**src/rtl/fetch_pkg.sv**
```systemverilog
// fetch_pkg: shared types and constants for the fetch path.
//   fetch_state_t : fetch FSM encoding (RUN, HALTED)
//   ifid_t        : IF/ID pipeline register contents
//   NOP_WORD      : instruction word loaded into IF/ID on reset
//   HALT_WORD_DEFAULT : default encoding that stops fetch
package fetch_pkg;

    localparam int FETCH_PC_W    = 32;
    localparam int FETCH_INSTR_W = 32;

    localparam logic [FETCH_INSTR_W-1:0] NOP_WORD          = '0;
    localparam logic [FETCH_INSTR_W-1:0] HALT_WORD_DEFAULT = 32'hFFFF_FFFF;

    typedef enum logic {
        RUN,
        HALTED
    } fetch_state_t;

    typedef struct packed {
        logic [FETCH_INSTR_W-1:0] instr;
        logic [FETCH_PC_W-1:0]    pc;
        logic [FETCH_PC_W-1:0]    pc_plus1;
        logic                     valid;
    } ifid_t;

    // Word-index PC wrap: the memory size is a power of two, so masking is
    // the same as taking the value modulo the memory size.
    function automatic logic [FETCH_PC_W-1:0] wrap_pc(
        input logic [FETCH_PC_W-1:0] pc,
        input logic [FETCH_PC_W-1:0] mask
    );
        return pc & mask;
    endfunction

endpackage

```
**src/rtl/fetch_stage_ifid_register.sv**
```systemverilog
// ifid_register: IF/ID pipeline register storage.
//   clk           : clock
//   reset         : synchronous active-high reset (NOP_WORD, pc 0, invalid)
//   load_i        : capture d_i
//   clear_valid_i : drop valid, keep instr/pc fields (ignored when load_i)
//   d_i           : next IF/ID contents
//   q_o           : current IF/ID contents
module ifid_register
    import fetch_pkg::*;
(
    input  logic  clk,
    input  logic  reset,
    input  logic  load_i,
    input  logic  clear_valid_i,
    input  ifid_t d_i,
    output ifid_t q_o
);

    ifid_t ifid_q;

    always_ff @(posedge clk) begin
        if (reset) begin
            ifid_q.instr    <= NOP_WORD;
            ifid_q.pc       <= '0;
            ifid_q.pc_plus1 <= '0;
            ifid_q.valid    <= 1'b0;
        end else if (load_i) begin
            ifid_q <= d_i;
        end else if (clear_valid_i) begin
            ifid_q.valid <= 1'b0;
        end
    end

    assign q_o = ifid_q;

endmodule

```
**src/rtl/fetch_stage.sv**
```systemverilog
// fetch_stage: PC generator and IF/ID register for the vector CPU fetch path.
//   clk, reset       : clock, synchronous active-high reset
//   stall_i          : hold PC and IF/ID
//   flush_i          : invalidate IF/ID on the next edge
//   redirect_i       : load redirect_pc_i (masked to the memory range) into PC
//   redirect_pc_i    : redirect target
//   imem_pc_o        : PC to the combinational instruction memory
//   imem_instr_i     : word at imem_pc_o, same cycle
//   ifid_instr_o / ifid_pc_o / ifid_pc_plus1_o / ifid_valid_o : IF/ID contents
//   halted_o         : fetch is stopped on a halt word
// Optional feature macro FETCH_PERF_EN adds fetch_count_o and stall_count_o.
module fetch_stage
    import fetch_pkg::*;
#(
    parameter int                          PC_WIDTH          = FETCH_PC_W,
    parameter int                          INSTRUCTION_WIDTH = FETCH_INSTR_W,
    parameter int                          MEMORY_SIZE       = 1024,
    parameter logic [PC_WIDTH-1:0]         RESET_PC          = '0,
    parameter logic [INSTRUCTION_WIDTH-1:0] HALT_WORD        = HALT_WORD_DEFAULT
) (
    input  logic                         clk,
    input  logic                         reset,
    input  logic                         stall_i,
    input  logic                         flush_i,
    input  logic                         redirect_i,
    input  logic [PC_WIDTH-1:0]          redirect_pc_i,
    output logic [PC_WIDTH-1:0]          imem_pc_o,
    input  logic [INSTRUCTION_WIDTH-1:0] imem_instr_i,
    output logic [INSTRUCTION_WIDTH-1:0] ifid_instr_o,
    output logic [PC_WIDTH-1:0]          ifid_pc_o,
    output logic [PC_WIDTH-1:0]          ifid_pc_plus1_o,
    output logic                         ifid_valid_o,
    output logic                         halted_o
`ifdef FETCH_PERF_EN
    ,
    output logic [31:0]                  fetch_count_o,
    output logic [31:0]                  stall_count_o
`endif
);

    // The IF/ID struct lives in the package with fixed field widths.
    if (PC_WIDTH != FETCH_PC_W || INSTRUCTION_WIDTH != FETCH_INSTR_W) begin : g_width_check
        $error("fetch_stage: PC_WIDTH/INSTRUCTION_WIDTH must match fetch_pkg widths");
    end
    if (MEMORY_SIZE < 2 || (MEMORY_SIZE & (MEMORY_SIZE - 1)) != 0) begin : g_size_check
        $error("fetch_stage: MEMORY_SIZE must be a power of two");
    end

    localparam logic [PC_WIDTH-1:0] PC_MASK = PC_WIDTH'(MEMORY_SIZE - 1);

    fetch_state_t        state_q, state_d;
    logic [PC_WIDTH-1:0] pc_q, pc_d;
    logic                halted_q, halted_d;
    logic [PC_WIDTH-1:0] pc_inc;
    logic                ifid_load;
    logic                ifid_clear;
    ifid_t               ifid_d;
    ifid_t               ifid_q;

    assign pc_inc = wrap_pc(pc_q + PC_WIDTH'(1), PC_MASK);

    // Priority: redirect > HALTED hold > stall > flush > halt detect > advance.
    // HALTED is checked before stall so stall/flush cannot resurrect valid.
    always_comb begin
        pc_d           = pc_q;
        state_d        = state_q;
        halted_d       = halted_q;
        ifid_load      = 1'b0;
        ifid_clear     = 1'b0;
        ifid_d.instr    = imem_instr_i;
        ifid_d.pc       = pc_q;
        ifid_d.pc_plus1 = pc_inc;
        ifid_d.valid    = 1'b1;

        if (redirect_i) begin
            pc_d       = wrap_pc(redirect_pc_i, PC_MASK);
            ifid_clear = 1'b1;
            state_d    = RUN;
            halted_d   = 1'b0;
        end else if (state_q == HALTED) begin
            ifid_clear = 1'b1;
        end else if (stall_i) begin
            ifid_clear = flush_i;
        end else if (flush_i) begin
            ifid_clear = 1'b1;
            pc_d       = pc_inc;
        end else if (imem_instr_i == HALT_WORD) begin
            // Halt word is delivered to decode; PC parks on it.
            ifid_load  = 1'b1;
            state_d    = HALTED;
            halted_d   = 1'b1;
        end else begin
            ifid_load  = 1'b1;
            pc_d       = pc_inc;
        end
    end

    always_ff @(posedge clk) begin
        if (reset) begin
            pc_q     <= wrap_pc(RESET_PC, PC_MASK);
            state_q  <= RUN;
            halted_q <= 1'b0;
        end else begin
            pc_q     <= pc_d;
            state_q  <= state_d;
            halted_q <= halted_d;
        end
    end

    ifid_register u_ifid (
        .clk          (clk),
        .reset        (reset),
        .load_i       (ifid_load),
        .clear_valid_i(ifid_clear),
        .d_i          (ifid_d),
        .q_o          (ifid_q)
    );

    assign imem_pc_o       = pc_q;
    assign ifid_instr_o    = ifid_q.instr;
    assign ifid_pc_o       = ifid_q.pc;
    assign ifid_pc_plus1_o = ifid_q.pc_plus1;
    assign ifid_valid_o    = ifid_q.valid;
    assign halted_o        = halted_q;

`ifdef FETCH_PERF_EN
    logic [31:0] fetch_count_q;
    logic [31:0] stall_count_q;

    always_ff @(posedge clk) begin
        if (reset) begin
            fetch_count_q <= '0;
            stall_count_q <= '0;
        end else begin
            if (ifid_load) begin
                fetch_count_q <= fetch_count_q + 32'd1;
            end
            if (stall_i && state_q == RUN) begin
                stall_count_q <= stall_count_q + 32'd1;
            end
        end
    end

    assign fetch_count_o = fetch_count_q;
    assign stall_count_o = stall_count_q;
`endif

endmodule

```
**config.mk**
```make
export PLATFORM = sky130hd
export DESIGN_NAME = fetch_stage
export DESIGN_NICKNAME = d
export VERILOG_FILES = /design/src/rtl/fetch_pkg.sv /design/src/rtl/fetch_stage_ifid_register.sv /design/src/rtl/fetch_stage.sv
export SDC_FILE = /design/constraint.sdc
export NUM_CORES = 1
export LEC_CHECK = 0
export CAP_MARGIN = 20
export CORE_ASPECT_RATIO = 0.9
export CORE_MARGIN = 3
export CORE_UTILIZATION = 38
export CTS_CLUSTER_SIZE = 8
export DETAILED_ROUTE_END_ITERATION = 7
export GPL_TIMING_DRIVEN = 0
export PLACE_DENSITY_LB_ADDON = 0.12
export SLEW_MARGIN = 20
export SYNTH_ARGS = -nofsm -noshare
export SYNTH_HDL_FRONTEND = slang
export SYNTH_SLANG_ARGS = --single-unit
```
**constraint.sdc**
```tcl
create_clock -name clk -period 2.34 [get_ports clk]
set_clock_uncertainty 0.1 [all_clocks]
set_input_delay 0.468 -clock clk [delete_from_list [all_inputs] [get_ports clk]]
set_output_delay 0.468 -clock clk [all_outputs]
set_load 0.01 [all_outputs]
```
==> out/metrics.cfg, run 1 <==
[outcome]
status = finished, final reports clean

[worst_setup_path]
cp-start-kind = register
worstSetupPathDepth = 2
endpoint_kind = primary output
worstPathArrival_ns = 1.58
required_ns = 1.77
rr_worst_depth = 6
critical-path-max-stage-delay_ns = 0.54
crit_buf_inv = 2
cp-startpoint = imem_pc_o[0]$_SDFFE_PP0P_
path_delay_family = buffers and inverters
critPathKind = reg -> out
cp_max_fo = 9
rr_startpoint = imem_pc_o[0]$_SDFFE_PP0P_
worst_path_max_delay_cell = clkdlybuf4s50_1
cp_cell_sequence = buf_4, clkdlybuf4s50_1

[routing]
via_per_inst = 4.436
first_iter_violations = 125
post-route-drc-count = 0
num_vias = 3243
drt_wl_total_um = 9429
drtPass1Iterations = 4
wl_per_cell_um = 12.90
ant_nets = 0

[logic_synthesis]
avgSynthCellArea_um2 = 7.836
async_flop_share_pct = 0
yosysTopAreaCellShare_pct = 38.98
synth_area_leaders = dfxtp_1 39%, buf_4 18%, nand2_1 10%
syn_area_um2 = 3338
seq_area_frac_synth_pct = 38.98
synth_edf_count = 0
synth_common_cells = 91 x nand2_1, 80 x buf_4, 65 x dfxtp_1, 53 x a21oi_1, 24 x nor2_1
netlist_instances = 426
synth.most_common_cell = nand2_1
ys.flop_type = dfxtp_1
ys_warn_count = 0
synth_top_cell_by_area = dfxtp_1
synth-seq-cells = 65
synth.lib_cells_used.distinct = 41

[clock_network]
cts_root_buf = clkbuf_8
cts.clk_slew.worst_paths_ns = 0.07
cts_made_buffers = 9
cts_sinks = 65
clk_latency_ns = 0.34
h-tree-depth = 3
cts_setup_buffers = 0
cts_tree = built
cts_max_path_buffers = 2
cts_hold_buf = 0

[cells_and_area]
finalNetCount = 681
fin_area_um2 = 5086
num-fill-cells = 811
syn2layout_area_growth_pct = 52.36
drive_above_1_share_pct = 18.83
diodes = 0

[sta]
fin_crit_sh_pct = 91.61
worstMarginPinSlew_ns = 0.7237
setup_slack_ns = 0.1962
clock.fmax_mhz = 466.5
slew_violations = 0
finalHoldViolations = 0
setup_viol = 0
fin_crit_ns = 2.144
relSlewSlack_pct = 51.58
fin_hold_ws_ns = 0.3546
rsz0062_at_grt = false

[place]
pre_cts_ws_ns = -0.1819
place_hpwl_um = 7230
portBuffers = 109
placed_cell_area_um2 = 4817
gp_congestion = 0.8667

[power_and_ir_drop]
max-vdd-ir-drop_v = 0.0004415
power.leakage_nw = 2.101
power_density_nw_per_um2 = 576.1
totalPowerFinal_mw = 2.930

[min_path]
hold_path_depth = 2
hp-class = reg -> reg
hp-start = u_ifid.q_o[85]$_SDFFE_PP0P_

[floorplanning]
dieHeight_um = 94.92
initial_core_util_pct = 40.22
die_area_um2 = 9947
std_cell_rows = 31
ioPinCount = 199
coreArea_um2 = 8300
fp.dieW_um = 104.8

[grt]
grt_max_degree = 12
globalRouteOverflowTotal = 0
grt_pass1_vias = 3048
grt_first_pass_wirelength_um = 14850
use_met1_pct = 23.32
antenna_found_initial = 0
top_usage_layer = met2
grt_use_met3_pct = 6.630
grt_use_met2_pct = 30.45
track_usage_pct = 18.71

[flow_run]
drv_cap = 0

per-layer routing:
layer / routed length (um) / part of all wire, %
met1: 4085 / 43
met2: 4401 / 47
met3: 846 / 9.0
met4: 95 / 1.0
met5: 0 / 0
sequential cells by signal (all words and copies together) (netlist names):
register    flops
state_q         1
u_ifid.q_o     53
imem_pc_o      10
halted_o        1
worst min-delay path: cells and delay by family, from the launching register on:
family,cells,cell delay (ns)
flip-flops,1,0.31
AND/OR/NAND/NOR,1,0.05
AO/OA/AOI/OAI,1,0.05
power breakdown:
| part | switching, mW | leakage (nW) | internal [mW] | total [mW] |
|---|---|---|---|---|
| Combinational | 0.239 | 1.44 | 0.279 | 0.518 |
| Sequential | 0.0338 | 0.530 | 1.15 | 1.18 |
| Clock | 0.435 | 0.129 | 0.796 | 1.23 |
| Total | 0.708 | 2.10 | 2.22 | 2.93 |
logic make-up (layout without fill, tap and decap cells):
family,count (synthesis),after routing,share of synthesized area (%)
AO/OA/AOI/OAI,74,74,13.19
flip-flops,65,65,38.98
AND/OR/NAND/NOR,169,169,23.80
other,1,66,0.1123
adder cells (fa/ha/maj),1,1,0.3748
XOR/XNOR,8,8,2.099
buffers and inverters,108,233,21.44
through the flow:
step | util, % | instances | setup TNS (ns)
floorplan | - | 491 | 0
global placement | 58.03 | 715 | -5.077
detailed placement | 58.03 | 715 | -5.860
CTS | 61.20 | 731 | 0
global route | 61.28 | 731 | 0
finish | 61.28 | 731 | 0
timing repair:
action,in CTS,in global routing
hold endpoints to repair,0,0
gates resized for setup,0,1
endpoints found under the setup margin,0,1
layout by cell type (no fill, tap or decap), types with 2 or more instances in the layout:
| master | n |
|---|---|
| clkdlybuf4s50_1 | 109 |
| nand2_1 | 91 |
| buf_4 | 80 |
| conb_1 | 66 |
| dfxtp_1 | 65 |
| a21oi_1 | 53 |
| nor2_1 | 24 |
| clkbuf_1 | 14 |
| nor3_1 | 13 |
| clkbuf_8 | 12 |
| nand4_1 | 11 |
| a211oi_1 | 10 |
| buf_2 | 8 |
| nand3_1 | 6 |
| xnor2_1 | 5 |
| inv_1 | 5 |
| and3_1 | 4 |
| xor2_1 | 3 |
| nor4_2 | 3 |
| nor2b_1 | 3 |
| bufinv_16 | 3 |
| or3_1 | 2 |
| nand2b_1 | 2 |
| and3_4 | 2 |
| o21ai_0 | 2 |
final cells by class:
cell class / count / area [um2] / area share (%)
clock buffers: 12 / 165.2 / 3.247
multi-input cells: 318 / 1572 / 30.90
well taps: 115 / 143.9 / 2.829
repair buffers: 109 / 1091 / 21.45
flip-flops and latches: 65 / 1301 / 25.58
plain buffers: 103 / 696.9 / 13.70
inverters: 5 / 18.77 / 0.3690
clock inverters: 4 / 97.59 / 1.919
worst paths after layout:
path | to | slack (ns)
worst max-delay path | imem_pc_o[0] | 0.20
worst min-delay path | u_ifid.q_o[85]$_SDFFE_PP0P_ | 0.35
worst max register to register | imem_pc_o[8]$_SDFFE_PP0P_ | 0.33
worst min register to register | u_ifid.q_o[85]$_SDFFE_PP0P_ | 0.35
Note: power is estimated with default switching activity, not from simulation.
==> inputs of run 2 (changes only) <==
RECOVER_POWER = 50   (was unset)
==> run 2 against run 1 <==
Compared with the run above:
- sequential share of layout area is the same
- global-route usage stayed put
- clock power barely moved
- cell area unchanged
- worst hold slack got worse by 0.0033 ns
- critical path depth rose by 3
- clock-buffer cell count did not move
- core utilization stayed put
- sequential power is essentially flat
- combinational power fell by 3%
- non-clock buffer count unchanged
- fmax decreased by 0.83%
- critical path type is now in -> reg
==> out/metrics.cfg, run 2 (synthesis gave the netlist of run 1 again) <==
[outcome]
status = finished, final reports clean  ; unchanged

[sta]
setup_viol = 0  ; unchanged
fin_crit_sh_pct = 92.38  ; was 91.61%
relSlewSlack_pct = 51.37  ; was 51.58%
worstMarginPinSlew_ns = 0.7268  ; was 0.7237 ns
clock.fmax_mhz = 462.6  ; was 466.5 MHz
slew_violations = 0  ; unchanged
finalHoldViolations = 0  ; unchanged
rsz0062_at_grt = false  ; unchanged
fin_crit_ns = 2.162  ; was 2.144 ns

[power_and_ir_drop]
power.leakage_nw = 2.286  ; was 2.101 nW
max-vdd-ir-drop_v = 0.0004412  ; was 0.0004415 V
power_density_nw_per_um2 = 573.7  ; was 576.1 nW/um2

[place]
portBuffers = 109  ; unchanged
place_hpwl_um = 7230  ; unchanged
placed_cell_area_um2 = 4817  ; unchanged
gp_congestion = 0.8667  ; unchanged

[flow_run]
drv_cap = 0  ; unchanged

[floorplanning]
die_area_um2 = 9947  ; unchanged
initial_core_util_pct = 40.22  ; unchanged
dieHeight_um = 94.92  ; unchanged
std_cell_rows = 31  ; unchanged
ioPinCount = 199  ; unchanged
fp.dieW_um = 104.8  ; unchanged
coreArea_um2 = 8300  ; unchanged

[routing]
via_per_inst = 4.442  ; was 4.436
post-route-drc-count = 0  ; unchanged
first_iter_violations = 139  ; was 125
ant_nets = 0  ; unchanged
drt_wl_total_um = 9420  ; was 9429 um
wl_per_cell_um = 12.89  ; was 12.90 um
drtPass1Iterations = 4  ; unchanged
num_vias = 3247  ; was 3243

[clock_network]
cts_made_buffers = 9  ; unchanged
cts_tree = built  ; unchanged
clk_latency_ns = 0.34  ; about the same
cts.clk_slew.worst_paths_ns = 0.07  ; about the same
cts_root_buf = clkbuf_8  ; unchanged
cts_resized = 0  ; unchanged
cts_setup_buffers = 0  ; unchanged
cts_max_path_buffers = 2  ; unchanged
cts_hold_buf = 0  ; unchanged
h-tree-depth = 3  ; unchanged
cts_sinks = 65  ; unchanged

[cells_and_area]
mostFrequentLayoutCells = 91 x nand2_1, 80 x buf_4, 66 x conb_1  ; was 109 x clkdlybuf4s50_1, 91 x nand2_1, 80 x buf_4
syn2layout_area_growth_pct = 52.36  ; unchanged
fin_area_um2 = 5086  ; unchanged
drive_above_1_share_pct = 18.83  ; unchanged
finalNetCount = 681  ; unchanged
largest_reg_flops = 53  ; unchanged
final_common_cell = nand2_1  ; was clkdlybuf4s50_1
diodes = 0  ; unchanged
utilization_pct = 61.28  ; unchanged

[worst_setup_path]
rr_worst_depth = 6  ; unchanged
rr_startpoint = imem_pc_o[0]$_SDFFE_PP0P_  ; unchanged
worstPathArrival_ns = 2.31  ; was 1.58 ns
required_ns = 2.49  ; was 1.77 ns
critPathKind = in -> reg  ; was reg -> out
cp_max_fo = 10  ; was 9
cp-start-kind = input pin  ; was register
endpoint_kind = register  ; was primary output
r2r-end = imem_pc_o[8]$_SDFFE_PP0P_  ; unchanged
r2r_setup_slack_ns = 0.32  ; was 0.33 ns

[grt]
grt_pass1_vias = 3048  ; unchanged
grt_max_degree = 12  ; unchanged
antenna_found_initial = 0  ; unchanged
grt_first_pass_wirelength_um = 14850  ; unchanged
track_usage_pct = 18.71  ; unchanged
globalRouteOverflowTotal = 0  ; unchanged

[min_path]
hp-start = u_ifid.q_o[85]$_SDFFE_PP0P_  ; unchanged
holdPathEnd = u_ifid.q_o[85]$_SDFFE_PP0P_  ; unchanged
hold_path_depth = 2  ; unchanged
hp-class = reg -> reg  ; unchanged

## run 2: final cells by class
cell class,instances,area [um2]
Clock inverter,4,97.59
Tap cell,115,143.9
Buffer,103,696.9
Fill cell,811,3214
Sequential cell,65,1301
Inverter,5,18.77
Clock buffer,12,165.2
Multi-Input combinational cell,318,1572
Timing Repair Buffer,109,1091
## run 2: how the worst max path moves through the flow
stage / from / endpoint / depth (start not counted)
final: redirect_i / imem_pc_o[4]$_SDFFE_PP0P_ / 5
after CTS: stall_i / u_ifid.q_o[1]$_SDFFE_PP0P_ / 7
after global placement: stall_i / u_ifid.q_o[1]$_SDFFE_PP0P_ / 7
after floorplan: imem_instr_i[12] / imem_pc_o[6]$_SDFFE_PP0P_ / 5
after detailed placement: stall_i / u_ifid.q_o[1]$_SDFFE_PP0P_ / 7
after global routing: stall_i / u_ifid.q_o[72]$_SDFFE_PP0P_ / 7
## run 2: critical path, stage by stage
cell	delay (ns)
clkdlybuf4s50_1	0.56
clkbuf_1	0.38
clkbuf_1	0.45
a21oi_1	0.17
nor4_2	0.28
## run 2: where the power goes
group	switching [mW]	leakage, nW	internal (mW)
clock	0.437	0.129	0.795
combinational	0.238	1.63	0.267
sequential	0.0327	0.530	1.15
## run 2: metal layers
| layer | share of wire [%] | track usage (%) | vias up |
|---|---|---|---|
| li1 | - | - | 1657 |
| met5 | 0 | 0 | - |
| met3 | 9.8 | 6.630 | 5 |
| met1 | 43 | 23.32 | 1451 |
| met2 | 47 | 30.45 | 134 |
| met4 | 0.86 | 5.902 | 0 |
## run 2: per-stage QoR
step	power [mW]	hold WS [ns]	TNS [ns]	setup slack, ns	instances
2_1_floorplan	1.499	0.3805	0	0.6034	491
3_3_place_gp	1.712	0.3413	-5.077	-0.1895	715
3_5_place_dp	1.716	0.3473	-5.860	-0.1819	715
4_1_cts	2.941	0.3570	0	0.1792	731
5_1_grt	3.027	0.3724	0	0.09530	731
6_report	2.918	0.3513	0	0.1783	731
